==> config.mk <==
export PLATFORM = sky130hd
export DESIGN_NAME = battle_turn_ctrl
export DESIGN_NICKNAME = d
export VERILOG_FILES = /design/src/rtl/battle_pkg.sv /design/src/rtl/turn_timer.sv /design/src/rtl/battle_turn_ctrl.sv
export SDC_FILE = /design/constraint.sdc
export NUM_CORES = 1
export LEC_CHECK = 0
export CORE_MARGIN = 8
export CORE_UTILIZATION = 40
export DETAILED_ROUTE_END_ITERATION = 16
export GPL_TIMING_DRIVEN = 0
export HOLD_SLACK_MARGIN = 0.03
export MAX_ROUTING_LAYER = met4
export PLACE_DENSITY_LB_ADDON = 0.2
export RECOVER_POWER = 100
export SETUP_SLACK_MARGIN = 0.3
export SLEW_MARGIN = 20
export SYNTH_ARGS = -nofsm -noshare
export SYNTH_HDL_FRONTEND = slang
export SYNTH_SLANG_ARGS = --single-unit
==> constraint.sdc <==
create_clock -name clk -period 4.7 [get_ports clk]
set_input_delay 1.41 -clock clk [delete_from_list [all_inputs] [get_ports clk]]
set_output_delay 1.41 -clock clk [all_outputs]
set_load 0.02 [all_outputs]
==> src/rtl/battle_pkg.sv <==
// Shared types and encodings for the battleship turn controller.
package battle_pkg;

    localparam int DEFAULT_N = 5;

    typedef enum logic [2:0] {
        S_IDLE,
        S_WAIT_SHOT,
        S_READ,
        S_CHECK,
        S_WRITE,
        S_SWITCH,
        S_GAME_OVER
    } state_t;

    localparam logic [1:0] CELL_UNSHOT = 2'd0;
    localparam logic [1:0] CELL_MISS   = 2'd1;
    localparam logic [1:0] CELL_HIT    = 2'd2;

    // Hit counters stick at their maximum instead of wrapping.
    function automatic logic [4:0] sat_inc5(input logic [4:0] v);
        return (v == 5'd31) ? v : v + 5'd1;
    endfunction

endpackage

==> src/rtl/turn_timer.sv <==
// Idle-cycle counter for the shooting window; expire marks the last allowed cycle.
module turn_timer #(
    parameter int TIMEOUT = 1023
) (
    input  logic clk,
    input  logic reset,
    input  logic load,
    input  logic count_en,
    output logic expire
);

    localparam int TW = (TIMEOUT < 2) ? 1 : $clog2(TIMEOUT);
    localparam logic [TW-1:0] LAST = TW'(TIMEOUT - 1);

    logic [TW-1:0] cnt;

    // Holds at LAST so a deferred expiry is still seen on the next idle cycle.
    always_ff @(posedge clk or posedge reset) begin
        if (reset) begin
            cnt <= '0;
        end else if (load) begin
            cnt <= '0;
        end else if (count_en && (cnt != LAST)) begin
            cnt <= cnt + TW'(1);
        end
    end

    assign expire = count_en && (cnt == LAST);

endmodule

==> src/rtl/battle_turn_ctrl.sv <==
// Two-player battleship turn sequencer: accepts shots, checks and updates the
// board registers, keeps score and forfeits turns on inactivity.
module battle_turn_ctrl
    import battle_pkg::*;
#(
    parameter int N          = DEFAULT_N,
    parameter int SHIP_CELLS = 5,
    parameter int TIMEOUT    = 1023
) (
    input  logic           clk,
    input  logic           reset,
    input  logic           start,
    input  logic           shot_valid,
    input  logic [2:0]     shot_row,
    input  logic [2:0]     shot_col,
    output logic           shot_ready,
    input  logic [N*N-1:0] ship_map_p0,
    input  logic [N*N-1:0] ship_map_p1,
    output logic           cell_player,
    output logic [2:0]     cell_row,
    output logic [2:0]     cell_col,
    input  logic [1:0]     cell_rd_state,
    output logic           cell_we,
    output logic [1:0]     cell_wr_state,
    output logic           clr_boards,
    output logic           turn,
    output logic           shot_hit,
    output logic           shot_miss,
    output logic           shot_bad,
    output logic           turn_skipped,
    output logic           game_over,
    output logic           winner,
    output logic [4:0]     hits_p0,
    output logic [4:0]     hits_p1
);

    localparam logic [3:0] N4    = 4'(N);
    localparam logic [4:0] SHIP5 = 5'(SHIP_CELLS);

    state_t         state, state_nx;
    logic           accept, in_range, accept_ok, accept_bad;
    logic           start_game, expire, skip, timer_load;
    logic           opp_bit, win, cell_taken;
    logic [N*N-1:0] opp_map, opp_sh;
    logic [4:0]     shooter_hits;

    assign accept     = shot_valid && (state == S_WAIT_SHOT);
    assign in_range   = ({1'b0, shot_row} < N4) && ({1'b0, shot_col} < N4);
    assign accept_ok  = accept && in_range;
    assign accept_bad = accept && !in_range;
    assign start_game = start && ((state == S_IDLE) || (state == S_GAME_OVER));
    // Any accepted shot in the expiry cycle takes precedence over the forfeit.
    assign skip       = expire && !accept;
    assign cell_taken = (cell_rd_state != CELL_UNSHOT);

    // The addressed board belongs to the opponent, so its ship map decides hit/miss.
    assign opp_map      = cell_player ? ship_map_p1 : ship_map_p0;
    assign opp_sh       = opp_map >> (int'(cell_row) * N + int'(cell_col));
    assign opp_bit      = opp_sh[0];
    assign shooter_hits = turn ? hits_p1 : hits_p0;
    assign win          = (shooter_hits == SHIP5);

    turn_timer #(
        .TIMEOUT (TIMEOUT)
    ) u_timer (
        .clk      (clk),
        .reset    (reset),
        .load     (timer_load),
        .count_en (state == S_WAIT_SHOT),
        .expire   (expire)
    );

    always_comb begin
        state_nx   = state;
        timer_load = 1'b0;
        case (state)
            S_IDLE, S_GAME_OVER: begin
                if (start) begin
                    state_nx   = S_WAIT_SHOT;
                    timer_load = 1'b1;
                end
            end
            S_WAIT_SHOT: begin
                if (accept_ok) begin
                    state_nx   = S_READ;
                    timer_load = 1'b1;
                end else if (skip) begin
                    timer_load = 1'b1;
                end
            end
            S_READ:  state_nx = S_CHECK;
            S_CHECK: begin
                if (cell_taken) begin
                    state_nx   = S_WAIT_SHOT;
                    timer_load = 1'b1;
                end else begin
                    state_nx = S_WRITE;
                end
            end
            S_WRITE: state_nx = S_SWITCH;
            S_SWITCH: begin
                if (win) begin
                    state_nx = S_GAME_OVER;
                end else begin
                    state_nx   = S_WAIT_SHOT;
                    timer_load = 1'b1;
                end
            end
            default: state_nx = S_IDLE;
        endcase
    end

    assign shot_ready    = (state == S_WAIT_SHOT);
    assign cell_we       = (state == S_WRITE);
    assign cell_wr_state = cell_we ? (opp_bit ? CELL_HIT : CELL_MISS) : CELL_UNSHOT;
    assign shot_hit      = cell_we && opp_bit;
    assign shot_miss     = cell_we && !opp_bit;

    always_ff @(posedge clk or posedge reset) begin
        if (reset) begin
            state        <= S_IDLE;
            turn         <= 1'b0;
            hits_p0      <= '0;
            hits_p1      <= '0;
            game_over    <= 1'b0;
            winner       <= 1'b0;
            cell_player  <= 1'b0;
            cell_row     <= '0;
            cell_col     <= '0;
            shot_bad     <= 1'b0;
            turn_skipped <= 1'b0;
            clr_boards   <= 1'b0;
        end else begin
            state        <= state_nx;
            shot_bad     <= accept_bad || ((state == S_CHECK) && cell_taken);
            turn_skipped <= skip;
            clr_boards   <= start_game;

            if (start_game) begin
                hits_p0   <= '0;
                hits_p1   <= '0;
                turn      <= 1'b0;
                game_over <= 1'b0;
                winner    <= 1'b0;
            end

            if (accept_ok) begin
                cell_row    <= shot_row;
                cell_col    <= shot_col;
                cell_player <= ~turn;
            end

            if (skip) begin
                turn <= ~turn;
            end

            if (cell_we && opp_bit) begin
                if (turn) hits_p1 <= sat_inc5(hits_p1);
                else      hits_p0 <= sat_inc5(hits_p0);
            end

            if (state == S_SWITCH) begin
                if (win) begin
                    game_over <= 1'b1;
                    winner    <= turn;
                end else begin
                    turn <= ~turn;
                end
            end
        end
    end

endmodule

# Word-level counts from Yosys, hierarchy flattened
# Cells that the tools add are included.
# word_totals
regBits	36
latch_bits	0
ramBits	0
mem_bits_ro	0
inputBits	62
output_inout_bits	29
wordCells	93
mem_count	0
# op_classes
n_addsub	4
n_mul	1
n_div	0
n_lt_le_gt_ge	2
eq_ne	15
shift	1
muxes	35
bitwise_logic	1
reduce_logical	21
# ops
cell	n
two-way mux 5 bit	9
two-way mux 25 bit	1
right shift 25 x 7 -> 1 bit	1
two-way mux 10 bit	2
one-hot mux 3 bit (6 select lines)	1
two-way mux 1 bit	15
two-way mux 3 bit	4
logical AND 1 bit	11
adder 10 x 1 -> 10 bit, second input constant	1
adder 5 x 1 -> 5 bit, second input constant	2
equality test 10 bit, second input constant	1
equality test 5 bit, second input constant	2
!= test 10 bit, second input constant	1
equality test 3 bit, second input constant	3
adder 6 x 3 -> 7 bit	1
equality test 3 x 2 -> 1 bit, second input constant	2
less-than comparator 3 bit, second input constant	2
multiplier 3 x 3 -> 6 bit, second input constant	1
!= test 3 bit, second input constant	2
equality test 5 x 3 -> 1 bit, second input constant	1
two-way mux 2 bit	2
!= test 2 bit, second input constant	2
one-hot mux 1 bit (4 select lines)	1
nonzero test 2 bit	2
7 further kinds	10

# Logic depth before layout (Yosys ltp)
# Gate-level depths: netlist (run 1).
# logic_depth
depth_word	8
mapped_depth	11
ltp_nobuf	10

# Modules after synthesis
# Synthesis (run 1) repeated with hierarchy kept, for this count alone.
# hier_totals
cells_unflattened	268
area_unflattened_um2	2637.5
# modules_own_cells
module	n_inst	cells_per_inst	area_each_um2	seq_area_each_um2
battle_turn_ctrl	1	207	2074.5	650.6
turn_timer	1	61	563.0	250.2

# Least setup slack after synthesis (run 1)
# Ideal clock, no wire load.
# synth_timing
kind	input -> output
from	input port ship_map_p1[21]
to	output port cell_wr_state[0]
arrival_time_ps	3357
required_time_ps	3290
setup_slack_ps	-67
stages	7
path_buffers	2
cell_sequence	mux4_1 > mux2i_1 > o31a_1 > a311oi_2 > clkbuf_1 > a21boi_0 > buf_4
# synth_between
elab_chain_len	4
# synth_rtl
element	line	text
from (decl)	battle_turn_ctrl.sv:18	input logic [N*N-1:0] ship_map_p1,
two-way mux 25 bit	battle_turn_ctrl.sv:57	assign opp_map = cell_player ? ship_map_p1 : ship_map_p0;
right shift 25 x 7 -> 1 bit	battle_turn_ctrl.sv:58	assign opp_sh = opp_map >> (int'(cell_row) * N + int'(cell_col));
two-way mux 2 bit (2 in a row)	battle_turn_ctrl.sv:115	assign cell_wr_state = cell_we ? (opp_bit ? CELL_HIT : CELL_MISS) : CELL_UNSHOT;
to (decl)	battle_turn_ctrl.sv:24	output logic [1:0] cell_wr_state,
# Every way passes these cells.

# Worst setup path in the final report (run 1)
# layout_timing
from	input port ship_map_p1[24]
to	output port cell_wr_state[1]
# Same word-level chain as after synthesis.

==> results of run 1 <==
final timing paths:
| kind | from | endpoint | cells past startpoint |
|---|---|---|---|
| setup / recovery | ship_map_p1[24] | cell_wr_state[1] | 9 |
| hold / removal | game_over | game_over | 2 |
| setup reg to reg | cell_row[0] | hits_p1[4] | 14 |
| hold reg to reg | game_over | game_over | 2 |
| max in group asynchronous | reset | cell_row[2] | 3 |
| min in group asynchronous | reset | cell_col[1] | 2 |
metal layers:
layer	track usage (%)	vias up	share of wire [%]
met1	22.6	1277	47
li1	-	1270	-
met5	-	-	0
met2	27.1	91	46
met3	3.63	6	6.0
met4	4.42	0	0.85
registers in the layout, summed over array words and instances (netlist names):
register and count:
state 3, hits_p1 5, u_timer.cnt 10, cell_player 1, turn_skipped 1, shot_bad 1
cell_row 3, game_over 1, turn 1, hits_p0 5, cell_col 3, clr_boards 1
winner 1
through the flow:
stage	area (um2)	power, uW	worst slack (ns)
floorplan	2790	2000	0.300
finish	4040	3460	0.102
global route	4040	3710	-0.00823
global placement	3790	2530	-0.751
CTS	4000	3300	0.125
detailed placement	3810	2550	-0.747
timing repair:
item	4_1_cts	5_1_grt
pin swaps	17	6
resized for setup	96	7
setup buffers	12	4
setup endpoints to repair	4	4
hold buffers	0	0
worst max-delay path: stages:
cell,delay [ns]
clkdlybuf4s50_1,0.46
mux2_4,0.14
nand4_1,0.07
o31a_1,0.15
a311oi_2,0.38
clkbuf_8,0.22
and3_4,0.17
buf_6,0.09
buf_6,0.10
cells in the final DEF, fill, tap and decap left out, types with 3 or more instances in the layout:
master / instances
a21oi_1: 5
and4_1: 3
buf_2: 3
buf_4: 19
buf_6: 5
clkbuf_1: 6
clkbuf_8: 8
clkdlybuf4s15_1: 8
clkdlybuf4s50_1: 13
dfrtp_1: 34
dlygate4sd2_1: 38
dlygate4sd3_1: 27
ha_1: 11
ha_4: 4
inv_1: 10
mux2_2: 6
mux2i_1: 5
mux4_2: 11
nand2_1: 21
nand2b_1: 5
nand3_1: 11
nand4_1: 11
nand4b_1: 3
nor2_1: 23
nor2b_1: 6
nor3_1: 4
o211ai_1: 11
o21ai_0: 7
o311ai_0: 8
xnor2_1: 8
xor2_1: 3
report_power, final:
group | internal, uW | switching, uW | leakage (uW)
registers | 375 | 72.4 | 0.000477
logic | 1450 | 1340 | 0.00127
clock network | 103 | 117 | 0.0000479
area by class of cell:
| class | count | area (um2) | area share, % |
|---|---|---|---|
| buffer | 18 | 161 | 3.99 |
| clock buffer | 5 | 68.8 | 1.70 |
| clock inverter | 3 | 18.8 | 0.464 |
| inverter | 12 | 45.0 | 1.11 |
| multi-input combinational | 211 | 1770 | 43.9 |
| sequential | 36 | 903 | 22.3 |
| tap | 80 | 100 | 2.48 |
| timing repair buffer | 107 | 972 | 24.0 |
cell families after synthesis:
group / after synthesis
xor+xnor: 13
flops: 36
buf+inv: 30
compound gates: 52
fa+ha+maj: 16
mux: 24
simple gates: 106
==> qor.yml, run 1 <==
synthesis:
  ys_types: 57
  synth.avg_cell_area_um2: 10.0
  synth_compound_area_share_pct: 14.2
  synth_mux_area_share_pct: 14.7
  async_reset_ff_share_pct: 100
  syn_inst: 277
  synth.most_common_cell: "dfrtp_1"
  synthFlopType: "dfrtp_1"
  synth-simple-area-share_pct: 20.3
  synth_seq_area_share_pct: 32.5
  synth_warnings: 0
  synth-seq-cells: 36
  yosysTopAreaCell: "dfrtp_1"
  synthAdderAreaFrac_pct: 7.49
  synthesis.nets: 355
  synth_edf_count: 0
  synth_top_family_by_area: "simple AND/OR/NAND/NOR gates"
  yosys-top-cells-count: "dfrtp_1, nor2_1, nand2_1, ha_1, nand3_1"
  yosysTopAreaCellShare_pct: 32.5
  ys_top_cells_by_area: "dfrtp_1, ha_1, mux4_2"
  synthesis.area_um2: 2770
  synthXorXnorAreaFrac_pct: 4.11
pwr:
  cellLeakagePower_uw: 0.00180
  peakVddDrop_mv: 0.440
  powerDensity_nw_per_um2: 855
cts:
  cts_tree: "yes"
  clockBufferDepth: 2
  htree_levels: 2
  clkTransAtPathRegs_ns: 0.07
  clock_latency_ns: 0.29
  cts_buffers: 5
  cts-root-buf: "clkbuf_8"
  cts_sinks: 36
setup_path:
  cp_max_fo: 4
  worstPathArrival_ns: 3.19
  worst-setup-path-type: "primary input to output pin"
  rrSetupSlack_ns: 1.42
  end_kind: "output pin"
  required_ns: 3.29
  startpoint_type: "primary input"
cells_and_area:
  area_delta_synth_final_pct: 45.9
  drive_above_1_share_pct: 21.2
  nFillCells: 615
  finalNetCount: 469
  final_cells: 472
  diodes: 0
  final_util_pct: 59.8
detailed_routing:
  drt_iter0_markers: 158
  wire_per_inst_um: 17.4
  routed_wl_um: 8200
  viasPerCell: 5.60
  vias: 2644
  drt-pass1-iter-count: 4
  ant_nets: 0
  drc_errors: 0
outcome:
  status: "complete, but fails checks"
  violations: "max-capacitance violations, max-slew violations"
timing:
  hold_violations: 0
  finalCritPeriodShare_pct: 97.8
  whs_ns: 0.488
  worst_pin_slew_ns: 1.80
  slew_violations: 34
  totalNegativeSetupSlack_ns: 0
  fin_skew_ns: 0.00885
  max_freq_ghz: 0.218
  finalSetupViolCount: 0
  rsz0062_at_grt: "true"
  min_period_ns: 4.60
  relSlewSlack_pct: -19.9
floorplanning:
  die_x_um: 99.2
  die_h_um: 99.2
  initial_core_util_pct: 41.0
  design.die.area_um2: 9850
  rows: 30
  core_area_um2: 6760
  num_io_pins: 91
global_route:
  grt_overflow_total: 0
  grt_max_degree: 34
  antenna_found_initial: 0
  grt_pass1_wl_um: 13600
  first_global_vias: 2696
  grt_usage_pct: 17.4
hold_path:
  holdCritPathClass: "flop to flop"
placed_design:
  place.port_buffers: 90
  dp.cells: 448
  place_hpwl_um: 6020
  gp_congestion: 0.856
job:
  max_cap_violations: 1
(Power assumes the default switching activity.)
==> inputs of run 2 (changes only) <==
--- a/config.mk
+++ b/config.mk
@@ -5,8 +5,11 @@
 export SDC_FILE = /design/constraint.sdc
 export NUM_CORES = 1
 export LEC_CHECK = 0
+export CELL_PAD_IN_SITES_DETAIL_PLACEMENT = 0
+export CELL_PAD_IN_SITES_GLOBAL_PLACEMENT = 1
 export CORE_MARGIN = 8
-export CORE_UTILIZATION = 40
+export CORE_UTILIZATION = 36
+export CTS_BUF_LIST = sky130_fd_sc_hd__clkbuf_8
 export DETAILED_ROUTE_END_ITERATION = 16
 export GPL_TIMING_DRIVEN = 0
 export HOLD_SLACK_MARGIN = 0.03
==> run 2 against run 1 <==
Effect of this change: the run now ends clean; via count decreased by 0.15%; non-clock buffer count decreased by 1; sequential power down 2%; largest cell class unchanged; largest power group unchanged.
==> qor.yml, run 2 (synthesis gave the netlist of run 1 again) <==
outcome:
  status: "finished clean"
global_route:
  grt_overflow_total: 0
  grt_usage_pct: 15.6
  grt-busiest-layer: "met2"
  grt_util_met1_pct: 20.1
  met3_usage_pct: 3.47
  first_global_vias: 2655
  grt_pass1_wl_um: 13800
  grt_use_met2_pct: 24.6
  grt_max_degree: 21
  antenna_found_initial: 0
detailed_routing:
  drt-pass1-iter-count: 5
  ant_nets: 0
  routed_wl_um: 8270
  drt_iter0_markers: 127
  viasPerCell: 5.35
  drc_errors: 0
  wire_per_inst_um: 16.8
  vias: 2640
floorplanning:
  die_x_um: 104
  initial_core_util_pct: 36.4
  die_h_um: 104
  design.die.area_um2: 10800
  num_io_pins: 91
  rows: 32
  core_area_um2: 7610
cells_and_area:
  area_delta_synth_final_pct: 47.4
  drive_above_1_share_pct: 22.5
  mostFrequentLayoutCells: "dfrtp_1, dlygate4sd3_1, dlygate4sd2_1"
  final_common_cell: "dfrtp_1"
  largestRegisters: "u_timer.cnt (10), hits_p0 (5), hits_p1 (5)"
  diodes: 0
  largest_reg_flops: 10
  top_register: "u_timer.cnt"
  final_util_pct: 53.7
  finalNetCount: 468
pwr:
  p_total_uw: 3540
  powerDensity_nw_per_um2: 867
  peakVddDrop_mv: 0.368
  cellLeakagePower_uw: 0.00182
hold_path:
  holdCritPathClass: "flop to flop"
  hold_depth: 2
  worstHoldStart: "game_over"
placed_design:
  place.port_buffers: 90
  gp_congestion: 0.837
  place_hpwl_um: 6220
timing:
  rsz0062_at_grt: "true"
  fin_skew_ns: 0.00866
  finalCritPeriodShare_pct: 99.2
  max_freq_ghz: 0.214
  finalSetupViolCount: 0
  slew_violations: 0
  min_period_ns: 4.66
  relSlewSlack_pct: 24.3
  worst_pin_slew_ns: 1.14
  hold_violations: 0
setup_path:
  worstPathArrival_ns: 3.25
  worst_path_most_repeated_cell: "buf_6"
  required_ns: 3.29
  reg2regPathDepth: 14
  end_kind: "output pin"
  worst-setup-path-type: "primary input to output pin"
  startpoint: "ship_map_p0[24]"
  cpPeakStageDelay_ns: 0.47
  startpoint_type: "primary input"
  r2r-start: "cell_row[0]"
  cp_max_fo: 3
  cpMaxStageDelayCell: "clkdlybuf4s50_1"
  path_cells: "clkdlybuf4s50_1 -> mux2_2 -> nand4_1 -> o31a_1 -> a311oi_4 -> clkbuf_8 -> and3_4 -> buf_6 -> buf_6"
cts:
  clockBufferDepth: 2
  cts_tree: "yes"
  cts_sinks: 36
  clkTransAtPathRegs_ns: 0.07
  clock_latency_ns: 0.29
  cts-root-buf: "clkbuf_8"
  htree_levels: 2
  hold_buffers: 0
  cts_buffers: 5
job:
  max_cap_violations: 0
## run 2: report_power, final
part	switching [uW]	internal (uW)	leakage [uW]
combinational	1400	1470	0.00129
sequential	62.6	375	0.000477
clock	110	132	0.0000557
## run 2: layout make-up
class | instances | area [um2]
fill | 712 | 3520
multi-input combinational | 211 | 1780
timing repair buffer | 106 | 963
sequential | 36 | 903
buffer | 18 | 165
tap | 102 | 128
clock buffer | 7 | 96.3
inverter | 12 | 45.0
clock inverter | 1 | 3.75
## run 2: through the flow
stage	area (um2)	setup TNS (ns)	setup slack (ns)	cells	hold WS, ns
4_1_cts	4060	0	0.0683	490	0.489
5_1_grt	4090	-0.0268	-0.0268	493	0.501
6_report	4090	0	0.0367	493	0.479
3_3_place_gp	3820	-2.79	-0.779	469	0.465
2_1_floorplan	2790	0	0.300	277	0.502
3_5_place_dp	3840	-3.00	-0.815	470	0.468
## run 2: worst paths after layout
check                                    to  slack [ns]
setup / recovery           cell_wr_state[1]        0.04
hold / removal                    game_over        0.48
setup reg to reg                 hits_p1[0]        1.16
hold reg to reg                   game_over        0.48
max in group asynchronous       cell_row[2]        1.51
min in group asynchronous       cell_col[0]        1.66
## run 2: critical path: cells and delay by family
kind            cells  cell delay, ns
simple gates        2            0.28
mux                 1            0.15
compound gates      2            0.54
buf+inv             4            0.88
## run 2: metal layers
metal | up-vias | wire, um
li1 | 1266 | -
met1 | 1274 | 3870
met2 | 96 | 3860
met3 | 4 | 481
met4 | 0 | 51
met5 | - | 0
## run 2: what timing repair did
item | in CTS | in global routing
pin swaps | 17 | 9
cloned | 0 | 0
gates resized for setup | 99 | 28
endpoints found under the setup margin | 4 | 4
buffers inserted | 12 | 3
